$ cat config.mk
export PLATFORM = sky130hd
export DESIGN_NAME = comma_align_ctrl
export DESIGN_NICKNAME = d
export VERILOG_FILES = /design/src/rtl/comma_align_ctrl.sv
export SDC_FILE = /design/constraint.sdc
export NUM_CORES = 1
export LEC_CHECK = 0
export ABC_AREA = 1
export CAP_MARGIN = 15
export CELL_PAD_IN_SITES_DETAIL_PLACEMENT = 0
export CELL_PAD_IN_SITES_GLOBAL_PLACEMENT = 2
export CORE_ASPECT_RATIO = 0.7
export CORE_MARGIN = 1
export CORE_UTILIZATION = 31
export CTS_CLUSTER_DIAMETER = 60
export DETAILED_ROUTE_END_ITERATION = 7
export PLACE_DENSITY = 0.9
export SKIP_LAST_GASP = 1
export SLEW_MARGIN = 20
export SYNTH_ARGS = -nofsm -noshare
export SYNTH_HDL_FRONTEND = slang
export SYNTH_SLANG_ARGS = --single-unit
$ cat constraint.sdc
create_clock -name CLK -period 3.3 [get_ports CLK]
set_input_delay 0.33 -clock CLK [delete_from_list [all_inputs] [get_ports CLK]]
set_output_delay 0.33 -clock CLK [all_outputs]
set_load 0.05 [all_outputs]
$ cat src/rtl/comma_align_ctrl.sv
// K28.5 word-alignment controller: finds the comma bit offset in the raw 10-bit stream,
// locks after repeated same-offset commas, and emits boundary-corrected words one cycle later.
module comma_align_ctrl #(
   parameter int DATA_WIDTH    = 10,
   parameter int LOCK_CNT      = 3,
   parameter int LOSS_CNT      = 4,
   parameter int CHECK_TIMEOUT = 255
) (
   input  logic                  CLK,
   input  logic                  Rst,
   input  logic [DATA_WIDTH-1:0] Data_in,
   input  logic                  Data_valid,
   output logic [DATA_WIDTH-1:0] Data_out,
   output logic                  Data_out_valid,
   output logic                  Comma_det,
   output logic                  Locked,
   output logic [3:0]            Align_offset
);

   localparam logic [DATA_WIDTH-1:0] K28_5_RDN = 10'h17C;
   localparam logic [DATA_WIDTH-1:0] K28_5_RDP = 10'h283;

   localparam int CNT_W  = $clog2(LOCK_CNT + 1);
   localparam int MISS_W = $clog2(LOSS_CNT + 1);
   localparam int IDLE_W = $clog2(CHECK_TIMEOUT + 1);

   localparam logic [CNT_W-1:0]  CNT_MAX   = CNT_W'(LOCK_CNT);
   localparam logic [CNT_W-1:0]  CNT_LAST  = CNT_W'(LOCK_CNT - 1);
   localparam logic [MISS_W-1:0] MISS_MAX  = MISS_W'(LOSS_CNT);
   localparam logic [MISS_W-1:0] MISS_LAST = MISS_W'(LOSS_CNT - 1);
   localparam logic [IDLE_W-1:0] IDLE_MAX  = IDLE_W'(CHECK_TIMEOUT);
   localparam logic [IDLE_W-1:0] IDLE_LAST = IDLE_W'(CHECK_TIMEOUT - 1);

   typedef enum logic [1:0] {
      ST_SEARCH,
      ST_CHECK,
      ST_ALIGNED
   } state_t;

   state_t                  state_q, state_d;
   logic [DATA_WIDTH-1:0]   prev_q, prev_d;
   logic                    prev_ok_q, prev_ok_d;
   logic [3:0]              offset_q, offset_d;
   logic [CNT_W-1:0]        cnt_q, cnt_d;
   logic [MISS_W-1:0]       miss_q, miss_d;
   logic [IDLE_W-1:0]       idle_q, idle_d;
   logic [DATA_WIDTH-1:0]   data_out_q, data_out_d;
   logic                    out_valid_q, out_valid_d;
   logic                    comma_det_q, comma_det_d;
   logic                    locked_q, locked_d;

   logic [2*DATA_WIDTH-1:0] window;
   logic [9:0]              comma_hit;
   logic                    hit;
   logic [3:0]              hit_off;

   // Bit 0 of the window is the oldest received bit.
   assign window = {Data_in, prev_q};
   assign hit    = |comma_hit;

   // NOTE: every combinational output gets a default before any branch, so no latch is inferred.
   always_comb begin
      comma_hit = '0;
      hit_off   = '0;
      for (int o = 0; o < 10; o++) begin
         comma_hit[o] = prev_ok_q &&
                        ((window[o +: 10] == K28_5_RDN) || (window[o +: 10] == K28_5_RDP));
      end
      // Descending scan: the last assignment, i.e. the lowest matching offset, wins.
      for (int o = 9; o >= 0; o--) begin
         if (comma_hit[o]) hit_off = 4'(o);
      end
   end

   always_comb begin
      state_d   = state_q;
      prev_d    = prev_q;
      prev_ok_d = prev_ok_q;
      offset_d  = offset_q;
      cnt_d     = cnt_q;
      miss_d    = miss_q;
      idle_d    = idle_q;

      if (Data_valid) begin
         prev_d    = Data_in;
         prev_ok_d = 1'b1;
         unique case (state_q)
            ST_SEARCH: begin
               if (hit) begin
                  offset_d = hit_off;
                  cnt_d    = CNT_W'(1);
                  idle_d   = '0;
                  miss_d   = '0;
                  state_d  = (LOCK_CNT == 1) ? ST_ALIGNED : ST_CHECK;
               end
            end
            ST_CHECK: begin
               if (hit && (hit_off == offset_q)) begin
                  idle_d = '0;
                  if (cnt_q != CNT_MAX) cnt_d = cnt_q + CNT_W'(1);
                  if (cnt_q >= CNT_LAST) begin
                     state_d = ST_ALIGNED;
                     miss_d  = '0;
                  end
               end else if (hit) begin
                  offset_d = hit_off;
                  cnt_d    = CNT_W'(1);
                  idle_d   = '0;
               end else begin
                  if (idle_q != IDLE_MAX) idle_d = idle_q + IDLE_W'(1);
                  if (idle_q >= IDLE_LAST) state_d = ST_SEARCH;
               end
            end
            ST_ALIGNED: begin
               // Any comma at the locked offset clears misses, even if a lower offset also matched.
               if (comma_hit[offset_q]) begin
                  miss_d = '0;
               end else if (hit) begin
                  if (miss_q != MISS_MAX) miss_d = miss_q + MISS_W'(1);
                  if (miss_q >= MISS_LAST) state_d = ST_SEARCH;
               end
            end
            default: state_d = ST_SEARCH;
         endcase
      end
   end

   // The slice uses the updated offset, so a relatching comma leaves already aligned.
   always_comb begin
      data_out_d  = data_out_q;
      comma_det_d = 1'b0;
      out_valid_d = Data_valid;
      if (Data_valid) begin
         data_out_d  = DATA_WIDTH'(window >> offset_d);
         comma_det_d = (data_out_d == K28_5_RDN) || (data_out_d == K28_5_RDP);
      end
   end

   assign locked_d = (state_d == ST_ALIGNED);

   // NOTE: sequential state uses non-blocking assignments so every flop samples pre-edge values.
   always_ff @(posedge CLK) begin
      if (Rst) begin
         state_q     <= ST_SEARCH;
         prev_q      <= '0;
         prev_ok_q   <= 1'b0;
         offset_q    <= '0;
         cnt_q       <= '0;
         miss_q      <= '0;
         idle_q      <= '0;
         data_out_q  <= '0;
         out_valid_q <= 1'b0;
         comma_det_q <= 1'b0;
         locked_q    <= 1'b0;
      end else begin
         state_q     <= state_d;
         prev_q      <= prev_d;
         prev_ok_q   <= prev_ok_d;
         offset_q    <= offset_d;
         cnt_q       <= cnt_d;
         miss_q      <= miss_d;
         idle_q      <= idle_d;
         data_out_q  <= data_out_d;
         out_valid_q <= out_valid_d;
         comma_det_q <= comma_det_d;
         locked_q    <= locked_d;
      end
   end

   assign Data_out       = data_out_q;
   assign Data_out_valid = out_valid_q;
   assign Comma_det      = comma_det_q;
   assign Locked         = locked_q;
   assign Align_offset   = offset_q;

endmodule
-- After elaboration in Yosys (flattened, before gate mapping)
Cells that the tools add are included.
- output and inout port bits: 17
- logic and storage cells: 128
- bits of input ports: 13
- register bits after elaboration: 43
- $add $sub $neg: 3
- shifts and indexed selects: 1
- bitwise operators: 1
- multiplexer cells: 42
- magnitude comparators: 4
- eq/ne operators: 36
- reductions and logical operators: 30
- operators with widths (kind ; count):
    equality test 10 bit, second input constant ; 11
    equality test 10 x 9 -> 1 bit, second input constant ; 11
    2-to-1 mux 4 bit ; 13
    2-to-1 mux 8 bit ; 4
    2-to-1 mux 2 bit ; 12
    >> shifter 20 x 4 -> 10 bit ; 1
    2-to-1 mux 3 bit ; 6
    one-hot mux 8 bit (2 select lines) ; 1
    inequality test 3 bit, second input constant ; 4
    logical AND 1 bit ; 11
    logical OR 1 bit ; 11
    OR reduction 10 bit ; 1
    one-hot mux 3 bit (3 select lines) ; 1
    adder 8 x 1 -> 8 bit, second input constant ; 1
    greater-or-equal comparator 8 bit, second input constant ; 1
    inequality test 2 bit, second input constant ; 4
    inequality test 8 bit, second input constant ; 1
    one-hot mux 4 bit (2 select lines) ; 1
    AND reduction 7 bit ; 1
    one-hot mux 2 bit (3 select lines) ; 1
    < comparator 4 x 5 -> 1 bit, second input constant ; 1
    binary-select mux 1 bit (select 4 bit) ; 1
    equality test 2 bit, second input constant ; 2
    equality test 4 bit ; 1
    other kinds (15) ; 15

-- Logic depth before layout (Yosys ltp)
- depth in word-level cells: 21
- mapped depth: 26
- mapped depth without buffers: 25

-- Least setup slack after synthesis
Ideal clock, no wire load.
- kind: input-to-reg
- from: in Data_in[3]
- to: reg comma_det_q, in the netlist Comma_det
- buffers on the path: 2
- stages: 25
- required time: 3.234 ns
- setup time: 0.066 ns
- slack: 0.834 ns
- arrival: 2.400 ns
- cells stage by stage: buf_4 inv_2 nand2_1 nor2_2 nand3_1 nand2_1 nand2_1 nand2_1 nor2_2 nand3_2 nand2_2 nand2_4 nand2_4 buf_6 nand2_1 nand2_1 nand3_1 nand2_1 o21ai_1 nand2_1 nand2_1 nand2_1 nor2_1 nand2_1 a21oi_2
- cells in the longest elaborated chain, start to end: 21
- elaborated cells on any way between the ends: 45
- classes of those cells: 15 x eq/ne; 1 x shift; 14 x mux; 15 x reduce/logical
- RTL lines (element ; RTL line ; RTL):
    start: declaration ; 11 ; input logic [DATA_WIDTH-1:0] Data_in,
    equality test 10 x 9 -> 1 bit / equality test 10 bit (equally long branches) ; 67 ; ((window[o +: 10] == K28_5_RDN) || (window[o +: 10] == K28_5_RDP));
    logical OR 1 bit ; 67 ;
    logical AND 1 bit ; 66 ; comma_hit[o] = prev_ok_q &&
    2-to-1 mux 4 bit (10 in series) ; 71 ; if (comma_hit[o]) hit_off = 4'(o);
    equality test 4 bit ; 98 ; if (hit && (hit_off == offset_q)) begin
    logical AND 1 bit ; 98 ;
    2-to-1 mux 4 bit ; 98 ;
    one-hot mux 4 bit (2 select lines) ; 87 ; unique case (state_q)
    2-to-1 mux 4 bit ; 84 ; if (Data_valid) begin
    >> shifter 20 x 4 -> 10 bit * ; 134 ; data_out_d = DATA_WIDTH'(window >> offset_d);
    equality test 10 x 9 -> 1 bit / equality test 10 bit (equally long branches) ; 135 ; comma_det_d = (data_out_d == K28_5_RDN) || (data_out_d == K28_5_RDP);
    logical OR 1 bit * ; 135 ;
    end signal: assignment ; 165 ; comma_det_q <= comma_det_d;
    end: declaration ; 49 ; logic comma_det_q, comma_det_d;
Mark *: on every way between the ends. The rest lies on a longest branch, timed or not.
A chain may end at the register's enable or synchronous reset.

-- Worst setup path in the final report
- from: reg prev_q[9]
- to: reg data_out_q[4], in the netlist Data_out[4]
- cells in the longest elaborated chain, start to end: 19
- elaborated cells on any way between the ends: 58
- classes of those cells: 21 x eq/ne; 1 x shift; 14 x mux; 22 x reduce/logical
- RTL lines (element ; RTL line ; RTL):
    start: declaration ; 41 ; logic [DATA_WIDTH-1:0] prev_q, prev_d;
    start signal: assignment ; 157 ; prev_q <= prev_d;
    equality test 10 x 9 -> 1 bit / equality test 10 bit (equally long branches) ; 67 ;
    logical OR 1 bit ; 67 ;
    logical AND 1 bit ; 66 ;
    2-to-1 mux 4 bit (10 in series) ; 71 ;
    equality test 4 bit ; 98 ;
    logical AND 1 bit ; 98 ;
    2-to-1 mux 4 bit ; 98 ;
    one-hot mux 4 bit (2 select lines) ; 87 ;
    2-to-1 mux 4 bit ; 84 ;
    >> shifter 20 x 4 -> 10 bit * ; 134 ;
    end signal: assignment ; 163 ; data_out_q <= data_out_d;
    end: declaration ; 47 ; logic [DATA_WIDTH-1:0] data_out_q, data_out_d;
Marked as above.

==> results.md <==
* Status: complete, no violations
* Max Fclk at 333 MHz
* P_leak at 0.00319 uW
* Cells after synthesis at 866
* Die X at 148 um
* CP Launch Type: flip-flop
* Multi-input gate area at 3240 um2
* Initial antenna violation count at 0
* Cell Area, Synth at 4640 um2
* Post-DRT Antenna Nets at 0
* Hold Violations, Final at 0
* Pwr/cell area at 316 nW/um2
* Reg2reg path depth at 24
* EDFF count, synth at 0
* Most common cell in the synthesized netlist: nand2_1
* YS warnings at 0
* Synth-to-Final Area Change at 28.4%
* Final instance area at 5960 um2
* Seq/Total Area, Yosys at 18.5%
* Drt first pass iters at 5
* WL/cell at 13.9 um
* Syn nets at 886
* Synth area leaders: nand2_1, dfxtp_1, nand3_1, nor2_1, inv_1
* Min-delay src: idle_q[7]$_SDFFE_PP0P_
* Post-layout min period at 3.00 ns
* Die height at 104 um
* FF-to-FF End: Data_out[4]$_SDFFE_PP0P_
* VDD IR max at 217 uV
* Initial Util at 31.6%
* Worst-margin pin slew at 0.531 ns
* CP arrival at 3.19 ns
* Core area at 14700 um2
* Crit path capture type: flip-flop
* Largest area contributor in the netlist: nand2_1
* Req. time, crit path at 3.49 ns
* Largest net degree at the start of global routing at 48
* Worst Slack Setup Final at 0.296 ns
* H-tree depth reported by CTS at 2
* Final period util at 91.0%
* Final HPWL from detailed placement at 12900 um
* IO Pins at 30
* Syn avg cell area at 5.36 um2
* IO buf count at 29
* Pre-CTS setup slack at -0.211 ns
* WL final at 16100 um
* Clock Latency Late Sink at 0.29 ns
* Final nets at 982
* GPL Wtd Cong at 0.972
* Overflow after GRT at 0
* Hold Crit Class: reg2reg
* Clock Skews at 0.00570 ns
* Slew HR at 64.5%
* Root buf cell: clkbuf_16
* Number of global-route vias before repair at 5208
* Cell count after placement at 1149
* Final setup TNS at 0 ns
* Die ar. at 15500 um2
* Top cells by count, synth: nand2_1, nor2_1, nand3_1
* Final Slew Violations at 0
* Clock slew seen by the registers of the worst setup and hold paths at 0.07 ns
* Final non-filler cell total at 1158
* Post-synthesis async set-or-reset flop share at 0%
* Via-to-Cell Ratio at 4.90
* GRT Overall Usage at 21.4%
* Fin util at 40.6%
* FILL cells at 1633
* Placed Area at 5710 um2
* Max Cap Viol at 0
* Drc violations at 0
* Unrepaired setup endpoints after global routing: false
* FF-to-FF setup slack at 0.30 ns
* Vias at 5675
* Diodes inserted at 0
* Synth top area share at 25.6%
* First-pass GRT wire length at 26500 um
* Hold path depth at 2
* Max Buffers Root-to-Sink at 2
* Worst-path maximum fanout at 10
* CTS Buf Count at 5
* Top FF cell, synth: dfxtp_1
* Share of cells above drive strength 1 at 16.9%
* Clk sinks at 43
* Final setup fails at 0
* Yosys cell types at 42
* TritonCTS clock tree: built
* Worst hold endpoint: idle_q[7]$_SDFFE_PP0P_
* R2r startpoint: prev_q[9]$_SDFFE_PP0P_
* Register area at 871 um2
* #FFs+latches synth at 43
* 1st-iter DRT viols at 532
* Core Rows at 37
* Setup Crit Path Kind: reg2reg
worst max-delay path: stages (launching register included):
cell and delay, ns:
dfxtp_1 0.33, buf_12 0.15, nor2_1 0.21, nand2_1 0.08, nor2_1 0.10, nand2_1 0.06, nand2_1 0.12, nand2_1 0.09
nand2_1 0.11, inv_2 0.06, nand3_2 0.09, buf_4 0.12, nand4_4 0.14, buf_4 0.20, nand3_1 0.06, nand2_1 0.08
nand3_1 0.10, nand3_1 0.16, nand2_1 0.09, nor2_1 0.04, nor2_1 0.16, buf_4 0.13, nand2_1 0.04, o211ai_1 0.09
inv_1 0.07
stage by stage:
step	power, uW	hold WS (ns)
floorplan	1030	0.414
global placement	1290	0.459
detailed placement	1280	0.466
CTS	1880	0.476
global route	2000	0.521
finish	1890	0.475
where the power goes:
group	switching (uW)	internal, uW
Combinational	447	253
Clock	238	360
Sequential	36.0	551
Total	721	1160
placed cells by master, fill, tap and decap left out, types with 17 or more instances in the layout:
cell | Yosys | layout
nand4_1 | 23 | 23
nand2_1 | 316 | 310
o21ai_0 | 22 | 21
buf_4 | 6 | 85
dfxtp_1 | 43 | 37
nand3_1 | 105 | 104
clkdlybuf4s50_1 | 0 | 21
nand2_2 | 11 | 17
a21oi_1 | 22 | 22
inv_1 | 89 | 87
nor2_1 | 112 | 109
layer usage:
layer  GRT usage (%)  routed length (um)  vias up
met2            28.5                6070      154
li1                -                   -     2964
met4            3.98                 111        0
met1            33.9                8990     2549
met3            4.69                 971        8
met5               0                   0        -
flip-flops by register name, indices dropped and copies added (netlist names):
name            flops
Locked              1
miss_q              3
Data_out           10
prev_ok_q           1
Comma_det           1
Data_out_valid      1
prev_q             10
state_q             2
cnt_q               2
Align_offset        4
idle_q              8
timing repair:
action | CTS | global route
hold buffers | 0 | 0
gates resized for setup | 0 | 30
buffers inserted | 0 | 1
endpoints found under the setup margin | 0 | 12
final cells by class:
cell class	count	area share, %
clock buffer	5	2.10
tap	195	4.09
multi-input combinational	691	54.5
sequential	43	14.6
clock inverter	3	0.777
timing repair buffer	119	17.5
inverter	102	6.51
how the worst max path moves through the flow:
stage | start | to | slack, ns | cells after the start
6_report | prev_q[9]$_SDFFE_PP0P_ | Data_out[4]$_SDFFE_PP0P_ | 0.30 | 24
2_1_floorplan | Data_in[3] | Comma_det$_SDFF_PP0_ | 0.83 | 25
3_5_place_dp | Data_in[3] | Data_out[4]$_SDFFE_PP0P_ | -0.21 | 28
4_1_cts | Data_in[3] | Data_out[4]$_SDFFE_PP0P_ | 0.08 | 28
5_1_grt | prev_q[9]$_SDFFE_PP0P_ | Comma_det$_SDFF_PP0_ | 0.009 | 24
3_3_place_gp | Data_in[2] | Comma_det$_SDFF_PP0_ | -0.24 | 26
logic make-up (layout without fill, tap and decap cells):
group | after synthesis | after routing | synth area share (%)
xor gates and xnor gates | 4 | 4 | 0.755
DFF | 43 | 43 | 18.5
adders and majority gates | 7 | 7 | 1.89
AOI/OAI and AO/OA | 79 | 79 | 10.1
buffers and inverters | 132 | 229 | 12.3
and+or+nand+nor | 601 | 601 | 56.4
(Power assumes the default switching activity.)
==> variant 1 (config.mk and constraints unchanged) <==
`CHECK_TIMEOUT`: 255 -> 510.
--- a/src/rtl/comma_align_ctrl.sv
+++ b/src/rtl/comma_align_ctrl.sv
@@ -4,7 +4,7 @@
    parameter int DATA_WIDTH    = 10,
    parameter int LOCK_CNT      = 3,
    parameter int LOSS_CNT      = 4,
-   parameter int CHECK_TIMEOUT = 255
+   parameter int CHECK_TIMEOUT = 510
 ) (
    input  logic                  CLK,
    input  logic                  Rst,
Behaviour: no difference found for any inputs over 4 cycles, from zero or initial values and one cycle with Rst high; that may be too few to reach the edited logic, so the function may still have changed.
==> variant 1 against the original RTL <==
The flow now finishes with violations (DRC); cell count down 17%; sequential cell count up 1; final area down 13%; combinational power down 25%; wire length down 11%; via count down 13%; power down 9.5%; clock power down 3%; worst setup slack worse by 0.060 ns; area after synthesis down 13%; worst hold slack better by 0.0017 ns; largest power group is now sequential cells.
==> variant 1: results (changes against the original RTL) <==
* Gate Count Post-Synth at 716 (-17%)
* Fill cell count at 1351 (-17%)
* Synth cell types at 38 (-9.5%)
* Post-Route Skew at 0.00675 ns (+0.00105 ns)
* Fraction of layout cells with a size suffix above 1 at 14.2% (-2.7 points)
* Startpoint of the worst-slack reg-to-reg timing path: prev_q[6]
* Minimum setup slack after placement at -0.191 ns (+0.0202 ns)
* Highest cell delay on the worst timing path at 0.45 ns (+0.12 ns)
* Half-perimeter wire length after detailed placement at 11200 um (-13%)
* Static Leakage at 2.66 nW (-17%)
* Top fanout value on the critical path at 8 (-2)
* Run status: finished, violations left
* Initial drt markers at 402 (-24%)
* Wire length per cell at 14.9 um (+7.3%)
* Post-route worst hold slack at 0.476 ns (+0.00174 ns)
* Highest ir drop seen on vdd at 179 uV (-18%)
* Area share of fa/ha/maj cells after synthesis at 2.48% (+0.60 points)
* Worst slew margin at 50.6% (-14 points)
* TritonRoute pass-1 iters at 7 (+2)
* Number of placed instances with taps included at 954 (-17%)
* Synth Net Count at 737 (-17%)
* First-pass GRT wire length at 23800 um (-10%)
* Data arrival time of the critical path at 3.30 ns (+0.11 ns)
* Compound-Gate Fraction of Synth Area at 11.1% (+1.1 points)
* Vias in the first global route at 4737 (-9.0%)
* Violations in the final reports: DRC
* Most frequent cells after synthesis: sky130_fd_sc_hd__nand2_1, sky130_fd_sc_hd__nand3_1, sky130_fd_sc_hd__nor2_1
* Largest cells by area after synthesis: sky130_fd_sc_hd__nand2_1, sky130_fd_sc_hd__dfxtp_1, sky130_fd_sc_hd__nand3_1
* Post-route DRC violation count at 6 (+6)
* Detailed-route via count at 4930 (-13%)
* Fin nets at 821 (-16%)
variant 1: cells by family (layout without fill, tap and decap cells):
logic type	count (synthesis)	after routing
flops	44	44
xor+xnor	5	5
buf+inv	103	187
compound gates	77	77
simple gates	479	480
fa+ha+maj	8	8
variant 1: layout make-up:
class,instances,area [sq um],share of cell area [%]
clock buffer,6,129,2.48
clock inverter,2,35.0,0.676
inverter,73,274,5.28
multi-input combinational,570,2740,52.8
sequential,44,883,17.0
tap,162,203,3.91
timing repair buffer,106,925,17.8
variant 1: power groups by stage:
stage | Clock [mW] | Sequential (mW) | Combinational, mW
floorplan | 0 | 0.644 | 0.279
global placement | 0 | 0.606 | 0.515
detailed placement | 0 | 0.608 | 0.515
CTS | 0.593 | 0.596 | 0.518
global route | 0.618 | 0.602 | 0.583
finish | 0.583 | 0.597 | 0.526
variant 1: final timing paths:
kind,endpoint,slack (ns),depth (start not counted)
max,Comma_det,0.24,21
min,idle_q[7],0.48,2
max reg2reg,Comma_det,0.24,21
min reg2reg,idle_q[7],0.48,2
variant 1: repair_timing:
item	4_1_cts	5_1_grt
setup buffers	0	0
gates resized for setup	0	16
endpoints found under the setup margin	0	16
variant 1: tightest hold or removal path, stage by stage (launching register included):
cell and delay, ns:
sky130_fd_sc_hd__dfxtp_1 0.30, sky130_fd_sc_hd__inv_1 0.07, sky130_fd_sc_hd__a21oi_1 0.06
variant 1: routing by layer:
layer / track usage (%) / share of wire [%] / routed length, um
met1: 32.2 / 51 / 7350
met2: 32.9 / 40 / 5820
met3: 3.35 / 7.4 / 1060
met4: 5.53 / 1.2 / 167
met5: 0 / 0 / 0
==> variant 2 (config.mk and constraints unchanged) <==
Without the edit above. `data_out_q` no longer has a reset.
--- a/src/rtl/comma_align_ctrl.sv
+++ b/src/rtl/comma_align_ctrl.sv
@@ -148,7 +148,6 @@
          cnt_q       <= '0;
          miss_q      <= '0;
          idle_q      <= '0;
-         data_out_q  <= '0;
          out_valid_q <= 1'b0;
          comma_det_q <= 1'b0;
          locked_q    <= 1'b0;
@@ -160,11 +159,14 @@
          cnt_q       <= cnt_d;
          miss_q      <= miss_d;
          idle_q      <= idle_d;
-         data_out_q  <= data_out_d;
          out_valid_q <= out_valid_d;
          comma_det_q <= comma_det_d;
          locked_q    <= locked_d;
       end
+   end
+
+   always_ff @(posedge CLK) begin
+      data_out_q <= data_out_d;
    end
 
    assign Data_out       = data_out_q;
Check against the original RTL: differs if Rst is asserted again (counterexample within 4 cycles, from zero or initial values and one cycle with Rst high); with Rst held inactive, the same outputs for 4 cycles.
==> variant 2 against the original RTL <==
Critical path depth decreased by 2; final area decreased by 19%; area after synthesis decreased by 17%; worst setup slack improved by 0.022 ns; wire length decreased by 28%; synthesized cell count decreased by 25%; non-clock buffer count decreased by 39; sequential cell count unchanged; sequential share of layout area increased by 5.4 points; register-to-register slack improved by 0.06 ns; fmax increased by 0.73%; power decreased by 8.4%; highest routed layer unchanged.
==> variant 2: results (changes against the original RTL) <==
* Worst R2R Setup Slack at 0.36 ns (+0.06 ns)
* Maximum number of pins on one net before global-route repair at 39 (-19%)
* Post-placement cell area at 4630 sq um (-19%)
* GPL Wtd Cong at 0.937 (-3.6%)
* Top fanout value on the critical path at 15 (+5)
* Global routing usage summed across all routing layers at 18.7% (-2.7 points)
* Detailed-routed wire length on met2 at 4710 um (-22%)
* Post-Route Skew at 0.00386 ns (-0.00184 ns)
* Run status: completed
* Gate Count Post-Synth at 650 (-25%)
* Met3 wirelength from detailed routing at 633 um (-35%)
* Least-Margin Pin Slew at 0.547 ns (+0.0160 ns)
* Post-route worst hold slack at 0.460 ns (-0.0150 ns)
* Detailed-route via count at 4322 (-24%)
* Highest ir drop seen on vdd at 240 uV (+11%)
* Static Leakage at 2.42 nW (-24%)
* Met1 usage at 28.1% (-5.8 points)
* Compound-Gate Fraction of Synth Area at 9.27% (-0.81 points)
* Post-route met1 wirelength at 6210 um (-31%)
* Critical-path top delay cell: sky130_fd_sc_hd__clkdlybuf4s50_1
* Share of the yosys chip area belonging to registers at 24.9% (+6.3 points)
* Minimum setup slack after placement at -0.0656 ns (+0.145 ns)
* Half-perimeter wire length after detailed placement at 9250 um (-28%)
* Achievable clock frequency at 0.335 GHz (+0.73%)
* Synth Net Count at 670 (-24%)
* Total detailed-routing wirelength at 11600 um (-28%)
* Origin of the worst setup path: Data_in[3]
* Largest cells by area after synthesis: sky130_fd_sc_hd__nand2_1, sky130_fd_sc_hd__dfxtp_1, sky130_fd_sc_hd__nand3_1
* Count of flip-flops with a built-in enable after synthesis at 10 (+10)
* Critical Path Sink: Comma_det
* Count of cells along the worst hold path at 1 (-1)
* Routing usage on met3 at 3.03% (-1.7 points)
* Area of combinational cells with multiple inputs at 2490 sq um (-23%)
* Number of placed instances with taps included at 865 (-25%)
* Fraction of layout cells with a size suffix above 1 at 15.6% (-1.3 points)
* Initial drt markers at 305 (-43%)
* Ratio of routed vias to standard cells at 4.95 (+1.0%)
* Number of cell instances on the worst register-to-register path at 20 (-17%)
* Highest cell delay on the worst timing path at 0.48 ns (+0.15 ns)
* First-pass GRT wire length at 19100 um (-28%)
* Fin nets at 735 (-25%)
* Area share of fa/ha/maj cells after synthesis at 2.27% (+0.38 points)
* Fill cell count at 1272 (-22%)
-- variant 2: cell types whose count changed in the layout (fill, tap and decap cells not counted), moves of 10 or more --
cell                       before  now
sky130_fd_sc_hd__nand2_1      310  201
sky130_fd_sc_hd__inv_1         87   64
sky130_fd_sc_hd__edfxtp_1       0   10
sky130_fd_sc_hd__buf_4         85   47
sky130_fd_sc_hd__nor2_1       109   72
sky130_fd_sc_hd__nand4_1       23   12
sky130_fd_sc_hd__o211ai_1      12    2
-- variant 2: power by group through the flow --
stage                     sequential, mW  combinational (mW)  clock [mW]
after floorplan                    0.698               0.306           0
after global placement             0.634               0.581           0
after detailed placement           0.633               0.577           0
after CTS                          0.623               0.580       0.536
after global routing               0.629               0.644       0.556
final                              0.624               0.582       0.522
-- variant 2: cell type report --
type / instances / area share [%]
multi-input cells: 510 / 51.6
well taps: 157 / 4.08
repair buffers: 80 / 15.2
clock buffers: 8 / 3.25
inverters: 75 / 5.84
flip-flops and latches: 43 / 20.0
